==> src/rtl/hazard_scoreboard.sv <==
// Per-register countdown scoreboard that stalls ID until every read source is available.
// Define HAZARD_FWD_EN for a forwarding core (ALULAT/LOADLAT); otherwise WBLAT applies to every producer.
module hazard_scoreboard #(
  parameter int NREGS   = 32,
  parameter int ADDRW   = 5,
  parameter int ZEROREG = 31,
  parameter int ALULAT  = 1,
  parameter int LOADLAT = 2,
  parameter int WBLAT   = 3
) (
  input  logic             clk,
  input  logic             reset,
  input  logic             id_valid,
  input  logic             use_rn,
  input  logic             use_rm,
  input  logic             use_rt,
  input  logic [ADDRW-1:0] rn,
  input  logic [ADDRW-1:0] rm,
  input  logic [ADDRW-1:0] rt,
  input  logic             id_regwrite,
  input  logic             id_memread,
  input  logic [ADDRW-1:0] id_rd,
  input  logic             flush,
  output logic             stall,
  output logic [NREGS-1:0] pending
);

`ifdef HAZARD_FWD_EN
  localparam int MAXLAT = (LOADLAT > ALULAT) ? LOADLAT : ALULAT;
`else
  localparam int MAXLAT = WBLAT;
`endif
  localparam int CW = (MAXLAT > 1) ? $clog2(MAXLAT) : 1;
  localparam logic [ADDRW:0]   NREGS_A = (ADDRW + 1)'(NREGS);
  localparam logic [ADDRW-1:0] ZERO_A  = ADDRW'(ZEROREG);
  // Only one latency set is meaningful per build; the other parameters are kept for a uniform interface.
  localparam int lat_unused = ALULAT + LOADLAT + WBLAT;

  logic          issue;
  logic [CW-1:0] load_val;

`ifdef HAZARD_FWD_EN
  localparam logic [CW-1:0] LD_VAL  = CW'(LOADLAT - 1);
  localparam logic [CW-1:0] ALU_VAL = CW'(ALULAT - 1);
  assign load_val = id_memread ? LD_VAL : ALU_VAL;
`else
  localparam logic [CW-1:0] WB_VAL = CW'(WBLAT - 1);
  logic memread_unused;
  assign memread_unused = id_memread;
  assign load_val = WB_VAL;
`endif

  // A source is busy only if it addresses a real, tracked register with a live countdown.
  function automatic logic busy(input logic [ADDRW-1:0] a, input logic [NREGS-1:0] pend);
    busy = ({1'b0, a} < NREGS_A) && (a != ZERO_A) && pend[a];
  endfunction

  always_comb begin
    stall = 1'b0;
    if (id_valid && !flush) begin
      stall = (use_rn && busy(rn, pending)) ||
              (use_rm && busy(rm, pending)) ||
              (use_rt && busy(rt, pending));
    end
  end

  assign issue = id_valid && !stall && !flush;

  genvar gi;
  generate
    for (gi = 0; gi < NREGS; gi++) begin : g_ent
      logic [CW-1:0] cnt_reg;
      if (gi == ZEROREG) begin : g_zero
        assign cnt_reg = '0;
      end else begin : g_track
        logic write_hit;
        assign write_hit = issue && id_regwrite && (id_rd == ADDRW'(gi));
        // The newest producer's latency replaces whatever is counting down (WAW).
        always_ff @(posedge clk) begin
          if (reset) begin
            cnt_reg <= '0;
          end else if (write_hit) begin
            cnt_reg <= load_val;
          end else if (cnt_reg != '0) begin
            cnt_reg <= cnt_reg - CW'(1);
          end
        end
      end
      assign pending[gi] = (cnt_reg != '0);
    end
  endgenerate

endmodule
==> config.mk <==
export PLATFORM = sky130hd
export DESIGN_NAME = hazard_scoreboard
export DESIGN_NICKNAME = d
export VERILOG_FILES = /design/src/rtl/hazard_scoreboard.sv
export SDC_FILE = /design/constraint.sdc
export NUM_CORES = 1
export LEC_CHECK = 0
export CAP_MARGIN = 10
export CORE_MARGIN = 2
export CORE_UTILIZATION = 40
export DETAILED_ROUTE_END_ITERATION = 10
export PLACE_DENSITY = 0.63
export SLEW_MARGIN = 30
export SYNTH_ARGS = -nofsm -noshare
export SYNTH_HDL_FRONTEND = slang
export SYNTH_SLANG_ARGS = --single-unit
==> constraint.sdc <==
create_clock -name clk -period 2.9 [get_ports clk]
set_clock_uncertainty 0.05 [all_clocks]
set_input_delay 0.29 -clock clk [delete_from_list [all_inputs] [get_ports clk]]
set_output_delay 0.29 -clock clk [all_outputs]
set_load 0.005 [all_outputs]
==> results.txt <==
----------------------------------------------------
[Detailed routing]
  Total vias in the final route ... approximately 3300
  Drt first pass iters ... 5
  Routed length per placed instance ... 17.1 um
  Antenna Violating Nets Remaining ... 0
  Number of DRC violations after detailed-routing iteration 0 ... roughly 240
  Wirelength, routed ... 9.97 mm
  DRC violations left ... 0
  Vias per Instance ... 5.64

[Timing]
  Final clock period utilization by the worst path ... 95.9%
  Worst Max-Slew Pin Slew ... 0.835 ns
  Highest Clock Rate ... 360 MHz
  Min cycle time layout ... 2.78 ns
  Max-slew violations ... 0
  Number of failing setup endpoints in the final timing report ... 0
  Final number of hold-violating endpoints ... 0
  RSZ-0062 raised after global routing ... false
  Relative slew slack ... 44.4%

[Setup path]
  Slowest stage delay, CP ... 0.44 ns
  Kind of critical path ... reg2out
  Crit path buf inv count ... 2
  Worst setup EP type ... output port
  Worst setup path start ... g_ent[9].cnt_reg[1]$_SDFFE_PP0P_
  Reg-to-reg critical path endpoint ... g_ent[6].cnt_reg[0]$_SDFFE_PP0N_
  Number of cells on the critical path ... 8
  Top cell family by delay on the critical path ... simple AND/OR/NAND/NOR gates
  Critical path cell sequence ... nor2_2 > inv_1 > mux4_2 > and3_1 > o311a_1 > nor3_4 > a21boi_1 > clkdlybuf4s15_1
  Capturing instance or port of the critical path ... stall
  Kind of start point of the critical path ... flip-flop
  Maximum net fanout on the critical path ... 3
  FF-to-FF path depth ... 11
  CP max-delay cell ... mux4_2
  Critical register-to-register path startpoint ... g_ent[8].cnt_reg[1]$_SDFFE_PP0P_
  Worst Path Required ... 2.56 ns
  Reg2reg setup slack ... ~0.28 ns
  CP arrival ... between 2 and 2.5 ns

[GRT]
  Global-route wire length before repair ... 16.0 mm
  Via count of the first global-routing pass ... 3098
  Maximum number of pins on one net before global-route repair ... 49
  Antenna violations before repair ... 0
  Overall global routing resource usage ... 23.1%
  Total congestion overflow after global routing ... 0

[Clocking]
  Hold Buf Count CTS ... 0
  Clock-pin slew on the worst setup and hold paths ... ~0.070 ns
  Number of setup buffers added after CTS ... 0
  Clock tree from TritonCTS ... yes
  Longest Clk Path Bufs ... 2
  H-tree levels ... 3
  Inserted Clock Buffers ... 9
  Cell at the root of the clock tree ... clkbuf_8
  Number of clock sinks seen by CTS ... 62
  Clock latency on the worst-skew pair ... between 0.3 and 0.4 ns

[Placed design]
  Gp weighted congestion ... 0.836
  Port-buffer cells ... 59
  Final HPWL DP ... 7.67 mm
  Cell area after placement ... 0.00433 sq mm
  Total placed cells including tap cells ... ~570

[Synth]
  Number of flops mapped to enable cells by yosys ... 0
  Post-synth design cell area ... between 0.003 and 0.004 sq mm
  Number of distinct library cell variants in the gate-level netlist after synthesis ... 49
  Number of nets in the synthesized netlist ... 413
  Share of the yosys chip area belonging to registers ... 36.7%
  Leading cell types by total area after synthesis ... dfxtp_1 (37%), mux4_2 (10%), o211a_1 (9.2%)
  Post-synthesis register bit count ... a little over 60
  Most used DFF post-synth ... dfxtp_1
  Yosys Warn Count ... 0
  Number of cells produced by synthesis ... around 380
  Largest area contributor in the netlist ... dfxtp_1
  Ranking of synthesized cells by instance count ... dfxtp_1 (62), nor2_1 (59), nand2_1 (36)
  Most instantiated library cell after synthesis ... dfxtp_1
  Proportion of synthesized flip-flops having asynchronous set or reset ... 0%
  Portion of synthesized cell area occupied by the leading cell type ... 36.7%
  Post-Syn Area per Cell ... a little under 9 sq um

[Worst hold path]
  Worst hold stages ... 1
  Path type of the worst min-delay path ... reg2reg

[Cells and area]
  Diodes inserted ... 0
  Flip-flop count of the largest register, all copies and words added ... 62
  Number of nets in the layout ... between 500 and 600
  Post-route standard cell area excluding fillers ... 0.00455 sq mm
  Non-filler instance count after layout ... 582
  Area growth from synthesis to layout ... 34.6%
  Share of layout cells above drive strength 1 ... roughly a fifth

[Floorplan]
  Row Count ... 33
  Horizontal extent of the die ... roughly 96 um
  Die extent in y ... around 96 um
  Total core area ... 0.00822 sq mm
  Die outline area ... 0.00921 sq mm
  Initial Util ... 41.2%
  Number of primary I/O pins ... 62

[Run status]
  Run status ... complete, no violations

[Run]
  Max Cap Viol ... 0

[Power and ir drop]
  Static leakage ... roughly 0.0021 uW
  VDD IR max ... 0.196 mV
  PD cells ... about 410 mW/mm^2
  Pwr Total ... between 1500 and 2000 uW

----------------------------------------------------
## worst min path at each step
stage	start	endpoint
global placement	g_ent[7].cnt_reg[1]$_SDFFE_PP0P_	g_ent[7].cnt_reg[0]$_SDFFE_PP0N_
global route	g_ent[29].cnt_reg[1]$_SDFFE_PP0P_	g_ent[29].cnt_reg[0]$_SDFFE_PP0N_
CTS	g_ent[1].cnt_reg[1]$_SDFFE_PP0P_	g_ent[1].cnt_reg[0]$_SDFFE_PP0N_
detailed placement	g_ent[1].cnt_reg[1]$_SDFFE_PP0P_	g_ent[1].cnt_reg[0]$_SDFFE_PP0N_
floorplan	g_ent[0].cnt_reg[1]$_SDFFE_PP0P_	g_ent[0].cnt_reg[0]$_SDFFE_PP0N_
finish	g_ent[1].cnt_reg[1]$_SDFFE_PP0P_	g_ent[1].cnt_reg[0]$_SDFFE_PP0N_
## per-layer routing
layer  track usage (%)  vias up  wire length (um)  part of all wire (%)
li1                  -     1574                 -                     -
met1              32.9     1586              4850                    49
met2              35.6      115              4390                    44
met3              4.39        7               650                   6.5
met4              6.79        0                85                  0.85
met5                 0        -                 0                     0
## cells by family (layout without fill, tap and decap cells)
kind of cell / Yosys count / after routing / synth area share (%)
AOI/OAI and AO/OA: 91 / 91 / 21.4
buffers and inverters: 54 / 147 / 6.92
DFF: 62 / 62 / 36.7
muxes: 18 / 18 / 11.4
other: 1 / 1 / 0.111
and+or+nand+nor: 158 / 158 / 23.4
## final cells by class
| class | instances | area (sq um) |
|---|---|---|
| Multi-Input combinational cell | 268 | 1920 |
| Clock inverter | 3 | 42.5 |
| Timing Repair Buffer | 98 | 930 |
| Sequential cell | 62 | 1240 |
| Clock buffer | 13 | 159 |
| Tap cell | 105 | 131 |
| Fill cell | 765 | 3660 |
| Inverter | 33 | 124 |
## report_power, final
group	switching [uW]	total [uW]	internal [uW]
clock network	345	788	443
logic	118	230	112
registers	0.849	853	852
## placed cells by master (no fill, tap or decap), types with 2 or more instances in the layout
cell	count
nor4_1	3
o22ai_1	32
clkbuf_8	11
inv_1	32
nand3_1	2
or2_2	12
nor2b_1	3
a211oi_1	6
dfxtp_2	2
nor3_1	13
nor2_2	4
buf_12	4
o21ai_0	3
o211a_1	31
nand2_1	36
nand2b_1	3
dfxtp_1	60
clkdlybuf4s50_1	55
or3_1	4
clkbuf_1	2
a21oi_1	3
mux4_2	15
o311ai_0	3
buf_4	35
mux2_2	2
nand4b_2	2
o211ai_1	3
nor2_1	57
nor3b_1	6
or3b_2	4
## what timing repair did
item | in CTS | in global routing
gates resized for setup | 3 | 8
pin swaps | 1 | 4
endpoints found under the setup margin | 1 | 1
## stage by stage
| stage | worst slack, ns | util [%] | hold slack (ns) | TNS, ns |
|---|---|---|---|---|
| 6_report | 0.120 | 55.4 | 0.415 | 0 |
| 5_1_grt | 0.0257 | 55.4 | 0.426 | 0 |
| 4_1_cts | 0.0217 | 55.2 | 0.416 | 0 |
| 3_5_place_dp | -0.392 | 52.7 | 0.407 | -6.48 |
| 3_3_place_gp | -0.449 | 52.7 | 0.398 | -5.42 |
| 2_1_floorplan | 0.389 | - | 0.393 | 0 |
Note: power is estimated with default switching activity, not from simulation.
